==> src/rtl/bus_serializer_if.sv <==
// Core-side request/response and pad-side beat signals of the address/data serializer.
// The slave modport is the serializer; the master modport is the core plus the pad ring.
interface bus_serializer_if #(
  parameter int ADDR_W = 16,
  parameter int DATA_W = 8,
  parameter int PAD_W  = 8
) ();
  localparam int NA   = (ADDR_W + PAD_W - 1) / PAD_W;
  localparam int ND   = (DATA_W + PAD_W - 1) / PAD_W;
  localparam int NM   = (NA > ND) ? NA : ND;
  localparam int MAXB = (NM > 2) ? NM : 2;
  localparam int BW   = $clog2(MAXB);

  logic              req_valid;
  logic              req_ready;
  logic              req_we;
  logic [ADDR_W-1:0] req_addr;
  logic [DATA_W-1:0] req_wdata;
  logic              rsp_valid;
  logic [DATA_W-1:0] rsp_rdata;
  logic              pad_rdy;
  logic [PAD_W-1:0]  pad_out;
  logic              pad_oe;
  logic [PAD_W-1:0]  pad_in;
  logic [1:0]        phase;
  logic [BW-1:0]     beat;

  modport slave (
    input  req_valid, req_we, req_addr, req_wdata, pad_rdy, pad_in,
    output req_ready, rsp_valid, rsp_rdata, pad_out, pad_oe, phase, beat
  );

  modport master (
    output req_valid, req_we, req_addr, req_wdata, pad_rdy, pad_in,
    input  req_ready, rsp_valid, rsp_rdata, pad_out, pad_oe, phase, beat
  );
endinterface

==> src/rtl/bus_serializer.sv <==
// Splits a core bus request into pad-width beats: address beats LSB first, then
// write-data beats driven out or read-data beats sampled in, each gated by pad_rdy.
module bus_serializer #(
  parameter int ADDR_W = 16,
  parameter int DATA_W = 8,
  parameter int PAD_W  = 8
) (
  input logic             clk,
  input logic             reset,
  bus_serializer_if.slave bus
);
  localparam int NA   = (ADDR_W + PAD_W - 1) / PAD_W;
  localparam int ND   = (DATA_W + PAD_W - 1) / PAD_W;
  localparam int NM   = (NA > ND) ? NA : ND;
  localparam int MAXB = (NM > 2) ? NM : 2;
  localparam int BW   = $clog2(MAXB);
  localparam int AP   = NA * PAD_W;
  localparam int DP   = ND * PAD_W;

  typedef enum logic [1:0] {
    S_IDLE  = 2'd0,
    S_ADDR  = 2'd1,
    S_WDATA = 2'd2,
    S_RDATA = 2'd3
  } state_t;

  localparam logic [1:0] PH_ADDR  = 2'd0;
  localparam logic [1:0] PH_WDATA = 2'd1;
  localparam logic [1:0] PH_RDATA = 2'd2;
  localparam logic [1:0] PH_IDLE  = 2'd3;

  state_t            state_q, state_d;
  logic [BW-1:0]     beat_q, beat_d;
  logic [PAD_W-1:0]  pad_out_q, pad_out_d;
  logic              pad_oe_q, pad_oe_d;
  logic [1:0]        phase_q, phase_d;
  logic              rsp_valid_q, rsp_valid_d;
  logic [DATA_W-1:0] rsp_rdata_q, rsp_rdata_d;
  logic [AP-1:0]     addr_q, addr_d;
  logic [DP-1:0]     wdata_q, wdata_d;
  logic [DP-1:0]     rdata_q, rdata_d;
  logic              we_q, we_d;
  logic              last_addr_s;
  logic              last_data_s;

  // Latched operands are stored zero-extended to whole beats, so slices past the
  // configured width naturally drive zeros.
  function automatic logic [PAD_W-1:0] addr_slice(input logic [AP-1:0] v, input logic [BW-1:0] b);
    return v[int'(b) * PAD_W +: PAD_W];
  endfunction

  function automatic logic [PAD_W-1:0] data_slice(input logic [DP-1:0] v, input logic [BW-1:0] b);
    return v[int'(b) * PAD_W +: PAD_W];
  endfunction

  assign last_addr_s = (beat_q == BW'(NA - 1));
  assign last_data_s = (beat_q == BW'(ND - 1));

  assign bus.req_ready = (state_q == S_IDLE);
  assign bus.rsp_valid = rsp_valid_q;
  assign bus.rsp_rdata = rsp_rdata_q;
  assign bus.pad_out   = pad_out_q;
  assign bus.pad_oe    = pad_oe_q;
  assign bus.phase     = phase_q;
  assign bus.beat      = beat_q;

  // Next-state and next-output computation; outputs are set one cycle ahead.
  always_comb begin
    state_d     = state_q;
    beat_d      = beat_q;
    pad_out_d   = pad_out_q;
    pad_oe_d    = pad_oe_q;
    phase_d     = phase_q;
    rsp_valid_d = 1'b0;
    rsp_rdata_d = rsp_rdata_q;
    addr_d      = addr_q;
    wdata_d     = wdata_q;
    rdata_d     = rdata_q;
    we_d        = we_q;
    case (state_q)
      S_IDLE: begin
        beat_d    = {BW{1'b0}};
        pad_out_d = {PAD_W{1'b0}};
        pad_oe_d  = 1'b0;
        phase_d   = PH_IDLE;
        if (bus.req_valid) begin
          addr_d    = AP'(bus.req_addr);
          wdata_d   = DP'(bus.req_wdata);
          we_d      = bus.req_we;
          rdata_d   = {DP{1'b0}};
          state_d   = S_ADDR;
          pad_out_d = addr_slice(AP'(bus.req_addr), {BW{1'b0}});
          pad_oe_d  = 1'b1;
          phase_d   = PH_ADDR;
        end else begin
          state_d = S_IDLE;
        end
      end
      S_ADDR: begin
        if (bus.pad_rdy) begin
          if (last_addr_s) begin
            beat_d = {BW{1'b0}};
            if (we_q) begin
              state_d   = S_WDATA;
              pad_out_d = data_slice(wdata_q, {BW{1'b0}});
              pad_oe_d  = 1'b1;
              phase_d   = PH_WDATA;
            end else begin
              state_d   = S_RDATA;
              pad_out_d = {PAD_W{1'b0}};
              pad_oe_d  = 1'b0;
              phase_d   = PH_RDATA;
            end
          end else begin
            beat_d    = beat_q + BW'(1);
            pad_out_d = addr_slice(addr_q, beat_q + BW'(1));
          end
        end else begin
          state_d = S_ADDR;
        end
      end
      S_WDATA: begin
        if (bus.pad_rdy) begin
          if (last_data_s) begin
            state_d     = S_IDLE;
            beat_d      = {BW{1'b0}};
            pad_out_d   = {PAD_W{1'b0}};
            pad_oe_d    = 1'b0;
            phase_d     = PH_IDLE;
            rsp_valid_d = 1'b1;
            rsp_rdata_d = {DATA_W{1'b0}};
          end else begin
            beat_d    = beat_q + BW'(1);
            pad_out_d = data_slice(wdata_q, beat_q + BW'(1));
          end
        end else begin
          state_d = S_WDATA;
        end
      end
      S_RDATA: begin
        if (bus.pad_rdy) begin
          rdata_d[int'(beat_q) * PAD_W +: PAD_W] = bus.pad_in;
          if (last_data_s) begin
            state_d     = S_IDLE;
            beat_d      = {BW{1'b0}};
            pad_out_d   = {PAD_W{1'b0}};
            pad_oe_d    = 1'b0;
            phase_d     = PH_IDLE;
            rsp_valid_d = 1'b1;
            rsp_rdata_d = rdata_d[DATA_W-1:0];
          end else begin
            beat_d = beat_q + BW'(1);
          end
        end else begin
          state_d = S_RDATA;
        end
      end
      default: begin
        state_d   = S_IDLE;
        beat_d    = {BW{1'b0}};
        pad_out_d = {PAD_W{1'b0}};
        pad_oe_d  = 1'b0;
        phase_d   = PH_IDLE;
      end
    endcase
  end

  // State and output registers; reset aborts any transaction without a response.
  always_ff @(posedge clk or posedge reset) begin
    if (reset) begin
      state_q     <= S_IDLE;
      beat_q      <= {BW{1'b0}};
      pad_out_q   <= {PAD_W{1'b0}};
      pad_oe_q    <= 1'b0;
      phase_q     <= PH_IDLE;
      rsp_valid_q <= 1'b0;
      rsp_rdata_q <= {DATA_W{1'b0}};
      addr_q      <= {AP{1'b0}};
      wdata_q     <= {DP{1'b0}};
      rdata_q     <= {DP{1'b0}};
      we_q        <= 1'b0;
    end else begin
      state_q     <= state_d;
      beat_q      <= beat_d;
      pad_out_q   <= pad_out_d;
      pad_oe_q    <= pad_oe_d;
      phase_q     <= phase_d;
      rsp_valid_q <= rsp_valid_d;
      rsp_rdata_q <= rsp_rdata_d;
      addr_q      <= addr_d;
      wdata_q     <= wdata_d;
      rdata_q     <= rdata_d;
      we_q        <= we_d;
    end
  end
endmodule

==> src/flat_wrapper.sv <==
// flat-port wrapper written by rule: the top's interface ports become plain ports
module bus_serializer_flat 
#(
  parameter int ADDR_W = 16,
  parameter int DATA_W = 8,
  parameter int PAD_W  = 8
)
  (clk, reset, bus_req_valid, bus_req_we, bus_req_addr, bus_req_wdata, bus_pad_rdy, bus_pad_in, bus_req_ready, bus_rsp_valid, bus_rsp_rdata, bus_pad_out, bus_pad_oe, bus_phase, bus_beat);
  bus_serializer_if #(.ADDR_W(ADDR_W), .DATA_W(DATA_W), .PAD_W(PAD_W)) bus_i ();
  input logic clk;
  input logic reset;
  input wire logic [$bits(bus_i.req_valid)-1:0] bus_req_valid;
  input wire logic [$bits(bus_i.req_we)-1:0] bus_req_we;
  input wire logic [$bits(bus_i.req_addr)-1:0] bus_req_addr;
  input wire logic [$bits(bus_i.req_wdata)-1:0] bus_req_wdata;
  input wire logic [$bits(bus_i.pad_rdy)-1:0] bus_pad_rdy;
  input wire logic [$bits(bus_i.pad_in)-1:0] bus_pad_in;
  output wire logic [$bits(bus_i.req_ready)-1:0] bus_req_ready;
  output wire logic [$bits(bus_i.rsp_valid)-1:0] bus_rsp_valid;
  output wire logic [$bits(bus_i.rsp_rdata)-1:0] bus_rsp_rdata;
  output wire logic [$bits(bus_i.pad_out)-1:0] bus_pad_out;
  output wire logic [$bits(bus_i.pad_oe)-1:0] bus_pad_oe;
  output wire logic [$bits(bus_i.phase)-1:0] bus_phase;
  output wire logic [$bits(bus_i.beat)-1:0] bus_beat;
  assign bus_i.req_valid = bus_req_valid;
  assign bus_i.req_we = bus_req_we;
  assign bus_i.req_addr = bus_req_addr;
  assign bus_i.req_wdata = bus_req_wdata;
  assign bus_i.pad_rdy = bus_pad_rdy;
  assign bus_i.pad_in = bus_pad_in;
  assign bus_req_ready = bus_i.req_ready;
  assign bus_rsp_valid = bus_i.rsp_valid;
  assign bus_rsp_rdata = bus_i.rsp_rdata;
  assign bus_pad_out = bus_i.pad_out;
  assign bus_pad_oe = bus_i.pad_oe;
  assign bus_phase = bus_i.phase;
  assign bus_beat = bus_i.beat;
  bus_serializer #(.ADDR_W(ADDR_W), .DATA_W(DATA_W), .PAD_W(PAD_W)) u_core (.clk(clk), .reset(reset), .bus(bus_i));
endmodule
==> config.mk <==
export PLATFORM = sky130hd
export DESIGN_NAME = bus_serializer_flat
export DESIGN_NICKNAME = d
export VERILOG_FILES = /design/src/rtl/bus_serializer_if.sv /design/src/rtl/bus_serializer.sv /design/src/flat_wrapper.sv
export SDC_FILE = /design/constraint.sdc
export NUM_CORES = 1
export LEC_CHECK = 0
export BUFFER_PORTS_ARGS = -buffer_cell sky130_fd_sc_hd__buf_2
export CORE_ASPECT_RATIO = 1.4
export CORE_MARGIN = 4
export CORE_UTILIZATION = 45
export CTS_CLUSTER_DIAMETER = 100
export DETAILED_ROUTE_END_ITERATION = 10
export GPL_TIMING_DRIVEN = 0
export PLACE_DENSITY = 0.71
export RECOVER_POWER = 25
export SLEW_MARGIN = 25
export SYNTH_ARGS = -nofsm -noshare
export SYNTH_HDL_FRONTEND = slang
export SYNTH_SLANG_ARGS = --single-unit
==> constraint.sdc <==
create_clock -name clk -period 1.89 [get_ports clk]
set_input_delay 0.378 -clock clk [delete_from_list [all_inputs] [get_ports clk]]
set_output_delay 0.378 -clock clk [all_outputs]
set_load 0.02 [all_outputs]
==> out/qor.csv, run 1 <==
metric,value,unit
final_design_area_no_fill,2300,µm²
postCtsSetupBuffers,0,
route.met3.wl,243,µm
port_buffers,57,
synth-edff-count,0,
maxUsedRoutingLayer,met4,
worstPathCellList,buf_6 -> nor2_1 -> buf_2,
cts_buffers,5,
timing_max_transition_violations_final,0,
postSynthNetCount,233,
path_class,flop to output pin,
hold_path_class,input pin to async pin,
worst_pin_slew,0.808,ns
clk_pin_slew,0.07,ns
final.setup.worst_slack,0.284,ns
final-setup-viol-count,0,
detail_route.drc_violations,0,
r2r_start,u_core.bus.beat$_DFFE_PP0P_,
layout_worst_path_cycle_share,85.0,%
cts_resized,0,
area.growth.synth_to_final,24.8,%
final-hold-violation-count,0,
dp_hpwl,3.08,mm
post_route_cells_drive_above_1_share,30.5,%
syn_avg_cell_area,9.40,µm²
die_h,83.7,µm
nFillCells,377,
r2r_cells,5,
layout_common_cells,"sky130_fd_sc_hd__buf_2 (60), sky130_fd_sc_hd__nand2_1 (57), sky130_fd_sc_hd__dfrtp_1 (38)",
result_of_the_run,finished clean,
grt_overflow,0,
path_max_fanout,9,
postSynthCellCount,196,
max_cap_viol_count,0,
ys.warnings.count,0,
place.gp.congestion,0.860,
critical_path.slowest_cell,sky130_fd_sc_hd__dfrtp_1,
p_leak,1.18,nW
part_of_the_yosys_area_used_for_sequential_elements,54.5,%
setup-tns-final,0,ns
die_area,5190,µm²
grt_antenna_before_repair,0,
reg2reg_to,u_core.bus.pad_out[4]$_DFFE_PP0P_,
nNetsFinal,298,
crit_path_max_incr_delay,0.37,ns
row_count,27,
crit_arrival,1.23,ns
drt-pass1-iter-count,4,
timing.critical_path.from_type,flop,
ctsLongestPathBuffers,2,
pre_cts_slack,0.277,ns
cts_tree,built,
grt_first_pass_wirelength,6.54,mm
max-vdd-ir-drop,0.948,mV
post_dp_cell_area,2210,µm²
average_routed_wire_per_standard_cell,13.2,µm
power_density_over_the_cells,1600,nW/µm²
vias_in_the_first_global_route,1419,
antenna_cells,0,
worst_clock_skew_on_the_final_layout,0.00202,ns
number_of_sinks_handled_by_clock_tree_synthesis,40,
yosys_most_used_dff,sky130_fd_sc_hd__dfrtp_1,
wl_met1,1.68,mm
clk-insertion-delay-late,0.28,ns
drt.antenna.violating_nets,0,
reg2reg_slack,0.31,ns
rsz0062_at_grt,false,
worstPathRequired,1.51,ns
ios,59,
timing.final.crit_period,1.61,ns
ys_ff_latch,40,
detailroute.via_count,1535,
initialDrtViolationCount,40,
grtUsageTotal,16.7,%
initial_utilization,46.6,%
cts-htree-levels,2,
yosys.cell_types.count,28,
die_width,62.1,µm
viasPerCell,5.03,
post_cts_hold_buffer_count,0,
maximum_number_of_pins_on_one_net_before_global_route_repair,22,
wl_met2,2.03,mm
synth-async-reset-ratio,100,%
fmax,623,MHz
wl,4.02,mm
clk_root_buffer_cell,sky130_fd_sc_hd__clkbuf_8,
post_synth_instance_area,1840,µm²
placeableCoreArea,3950,µm²
layout.cells.most_common,sky130_fd_sc_hd__buf_2,
worst_slew_margin_rel,46.1,%
type_of_element_capturing_the_critical_path,output pin,
-- Yosys cell counts, types with 2 or more instances --
master	instances	share of area (%)
sky130_fd_sc_hd__clkbuf_1	5	1.0
sky130_fd_sc_hd__nand2b_1	2	0.68
sky130_fd_sc_hd__a22o_1	8	3.8
sky130_fd_sc_hd__a21oi_1	19	5.2
sky130_fd_sc_hd__nand2_1	57	12
sky130_fd_sc_hd__nand3b_1	11	4.5
sky130_fd_sc_hd__dfrtp_1	38	52
sky130_fd_sc_hd__nor2_1	12	2.4
sky130_fd_sc_hd__dfstp_2	2	2.9
sky130_fd_sc_hd__o21ai_0	8	2.2
sky130_fd_sc_hd__buf_4	2	0.81
sky130_fd_sc_hd__o32ai_1	2	0.95
sky130_fd_sc_hd__buf_6	4	2.4
sky130_fd_sc_hd__a41oi_1	3	1.4
sky130_fd_sc_hd__inv_1	8	1.6
sky130_fd_sc_hd__buf_2	3	0.81
-- critical path, delay by kind of cell, from the launching register on --
kind	cells	cell delay [ns]
and+or+nand+nor	1	0.22
DFF	1	0.37
buffers and inverters	2	0.36
-- metal layers --
layer  vias up  track usage, %
met1       695            21.0
met4         0            5.79
met5         -               0
met2        52            27.1
li1        783               -
met3         5            4.18
-- cells by family after synthesis --
logic type | Yosys count | synth area share [%]
AO/OA/AOI/OAI | 46 | 16.4
AND/OR/NAND/NOR | 87 | 21.8
multiplexers | 1 | 0.543
flip-flops | 40 | 54.5
buffers and inverters | 22 | 6.73
-- how the worst max path moves through the flow --
stage / startpoint / to / slack (ns)
after global routing: u_core.state_q[0]$_DFFE_PP0P_ / u_core.bus.pad_out[1]$_DFFE_PP0P_ / 0.16
after CTS: u_core.state_q[1]$_DFFE_PP0P_ / bus_req_ready / 0.27
after global placement: reset / u_core.addr_q[14]$_DFFE_PP0P_ / 0.08
after floorplan: u_core.state_q[1]$_DFFE_PP0P_ / u_core.addr_q[12]$_DFFE_PP0P_ / 0.38
final: u_core.state_q[1]$_DFFE_PP0P_ / bus_req_ready / 0.28
after detailed placement: bus_pad_rdy / u_core.bus.pad_out[7]$_DFFE_PP0P_ / 0.28
-- flip-flops by register name, summed over array words and instances (netlist names) --
signal / flops
u_core.bus.pad_out: 8
u_core.wdata_q: 8
u_core.bus.phase: 2
u_core.state_q: 2
u_core.bus.pad_oe: 1
u_core.bus.rsp_rdata: 8
u_core.bus.beat: 1
u_core.addr_q: 8
u_core.we_q: 1
u_core.bus.rsp_valid: 1
-- final cells by class --
type                       count  area, µm²  share of cell area, %
inverter                       8       30.0                   1.31
tap                           43       53.8                   2.34
buffer                        14       93.8                   4.08
multi-input combinational    134        714                   31.1
sequential                    40       1000                   43.7
timing repair buffer          58        313                   13.6
clock buffer                   8       90.1                   3.92
-- metrics by stage --
step	cells	util [%]	hold slack [ns]	total power [mW]
6_report	305	58.2	0.240	3.67
3_5_place_dp	297	55.9	0.417	3.15
4_1_cts	305	58.2	0.104	3.73
5_1_grt	305	58.2	0.263	3.99
3_3_place_gp	296	55.2	0.461	3.10
2_1_floorplan	196	-	0.445	2.66
-- report_power, final --
part           leakage, nW  internal (mW)  switching, mW
Combinational        0.639          0.664          0.990
Clock               0.0455          0.297          0.262
Sequential           0.496           1.26          0.207
Total                 1.18           2.22           1.46
(Power assumes the default switching activity.)
==> inputs of run 2 (changes only) <==
- clock period: 1.89 -> 1.6 ns (I/O delays scaled with it)
==> run 2 against run 1 <==
Against the previous run: worst setup slack lost 0.17 ns; clock-buffer cell count did not move; core utilization fell by 0.16 points; critical path depth rose by 2; worst hold slack lost 0.095 ns; global-route usage stayed put; highest routed layer unchanged; sequential power rose by 18%; design area is 0.27% lower; register-to-register slack worse by 0.20 ns; first-iteration DRC count decreased by 28%; clock skew hardly changed; critical path type is now flop to flop.
==> out/qor.csv, run 2 (synthesis gave the netlist of run 1 again) <==
metric,value,unit,change
result_of_the_run,finished clean,,unchanged
nNetsFinal,298,,unchanged
antenna_cells,0,,unchanged
max-vdd-ir-drop,1.13,mV,was 0.948 mV
initial_utilization,46.6,%,unchanged
final_core_util,58.0,%,was 58.2%
port_buffers,57,,unchanged
detailroute.via_count,1532,,was 1535
maximum_number_of_pins_on_one_net_before_global_route_repair,22,,unchanged
final_design_area_no_fill,2290,µm²,was 2300 µm²
rsz0062_at_grt,false,,unchanged
detail_route.drc_violations,0,,unchanged
cts_buffers,5,,unchanged
vias_in_the_first_global_route,1419,,unchanged
grtUsageTotal,16.7,%,unchanged
fmax,671,MHz,
layout.cells.most_common,sky130_fd_sc_hd__buf_2,,unchanged
clk_pin_slew,0.07,ns,about the same
type_of_element_capturing_the_critical_path,flop,,was output pin
viasPerCell,5.02,,was 5.03
drt-pass1-iter-count,4,,unchanged
die_area,5190,µm²,unchanged
post_route_cells_drive_above_1_share,32.4,%,was 30.5%
wl,4.02,mm,about the same
numPlacedInstances,297,,unchanged
worst_clock_skew_on_the_final_layout,0.00201,ns,was 0.00202 ns
ios,59,,unchanged
timing.critical_path.from_type,flop,,unchanged
hold-worst-slack,0.145,ns,was 0.240 ns
average_routed_wire_per_standard_cell,13.2,µm,about the same
crit_arrival,1.69,ns,was 1.23 ns
ctsLongestPathBuffers,2,,unchanged
p_leak,1.18,nW,about the same
postCtsSetupBuffers,0,,unchanged
cts-htree-levels,2,,unchanged
cts_resized,0,,unchanged
layout_worst_path_cycle_share,93.1,%,
total_power,4.37,mW,was 3.67 mW
drt.antenna.violating_nets,0,,unchanged
placeableCoreArea,3950,µm²,unchanged
path_class,flop to flop,,was flop to output pin
layout_common_cells,"sky130_fd_sc_hd__buf_2 (60), sky130_fd_sc_hd__nand2_1 (57), sky130_fd_sc_hd__dfrtp_1 (37)",,"was sky130_fd_sc_hd__buf_2 (60), sky130_fd_sc_hd__nand2_1 (57), sky130_fd_sc_hd__dfrtp_1 (38)"
layoutNonFillerInstCount,305,,unchanged
timing_max_transition_violations_final,0,,unchanged
power_density_over_the_cells,1910,nW/µm²,was 1600 nW/µm²
final-hold-violation-count,0,,unchanged
worstPathRequired,1.80,ns,was 1.51 ns
cts_tree,built,,unchanged
grt_antenna_before_repair,0,,unchanged
grt_overflow,0,,unchanged
grt_first_pass_wirelength,6.54,mm,unchanged
timing.final.crit_period,1.49,ns,
area.growth.synth_to_final,24.5,%,was 24.8%
initialDrtViolationCount,29,,was 40
post_dp_cell_area,2210,µm²,unchanged
die_h,83.7,µm,unchanged
clk-insertion-delay-late,0.28,ns,about the same
row_count,27,,unchanged
hold_path_class,input pin to async pin,,unchanged
path_max_fanout,10,,was 9
final-setup-viol-count,0,,unchanged
die_width,62.1,µm,unchanged
worst_pin_slew,0.722,ns,was 0.808 ns
post_cts_hold_buffer_count,0,,unchanged
worst_slew_margin_rel,51.8,%,was 46.1%
dp_hpwl,3.08,mm,unchanged
clk_root_buffer_cell,sky130_fd_sc_hd__clkbuf_8,,unchanged
number_of_sinks_handled_by_clock_tree_synthesis,40,,unchanged
place.gp.congestion,0.860,,unchanged
max_cap_viol_count,0,,unchanged
[run 2: per-layer routing]
layer  GRT usage (%)  routed length, µm  vias to the layer above
met1            21.0               1690                      699
met2            27.1               2030                       46
met5               0                  0                        -
li1                -                  -                      782
met4            5.79                 74                        0
met3            4.18                222                        5
[run 2: per-stage QoR]
stage	TNS (ns)	setup WS [ns]
finish	0	0.110
global route	0	0.00750
CTS	0	0.0210
detailed placement	0	0.0223
global placement	-5.90	-0.156
floorplan	0	0.0925
[run 2: layout make-up]
class	count	area, µm²
timing repair buffer	58	290
sequential	40	1000
inverter	8	30.0
tap	43	53.8
multi-input combinational	134	726
buffer	14	97.6
fill	381	1660
clock buffer	8	90.1
[run 2: final timing paths]
path | startpoint | endpoint | slack, ns | cells past startpoint
setup / recovery | u_core.bus.beat$_DFFE_PP0P_ | u_core.bus.pad_out[4]$_DFFE_PP0P_ | 0.11 | 5
hold / removal | reset | u_core.bus.rsp_rdata[6]$_DFFE_PP0P_ | 0.15 | 2
setup reg to reg | u_core.bus.beat$_DFFE_PP0P_ | u_core.bus.pad_out[4]$_DFFE_PP0P_ | 0.11 | 5
hold reg to reg | u_core.addr_q[9]$_DFFE_PP0P_ | u_core.addr_q[9]$_DFFE_PP0P_ | 0.48 | 2
max in group asynchronous | reset | u_core.bus.phase[1]$_DFFE_PP1P_ | 0.49 | 3
min in group clk | bus_req_wdata[1] | u_core.wdata_q[1]$_DFFE_PP0P_ | 0.22 | 3
[run 2: power by group]
group	switching (mW)	internal [mW]	leakage (nW)	total [mW]
logic	1.18	0.797	0.637	1.98
registers	0.246	1.49	0.496	1.73
clock network	0.309	0.351	0.0455	0.660
[run 2: worst max-delay path, stage by stage (launching register included)]
cell and delay (ns):
sky130_fd_sc_hd__dfrtp_1 0.44, sky130_fd_sc_hd__buf_2 0.20, sky130_fd_sc_hd__or2_2 0.33, sky130_fd_sc_hd__o21ai_0 0.16, sky130_fd_sc_hd__nand2_1 0.07, sky130_fd_sc_hd__a41oi_1 0.21
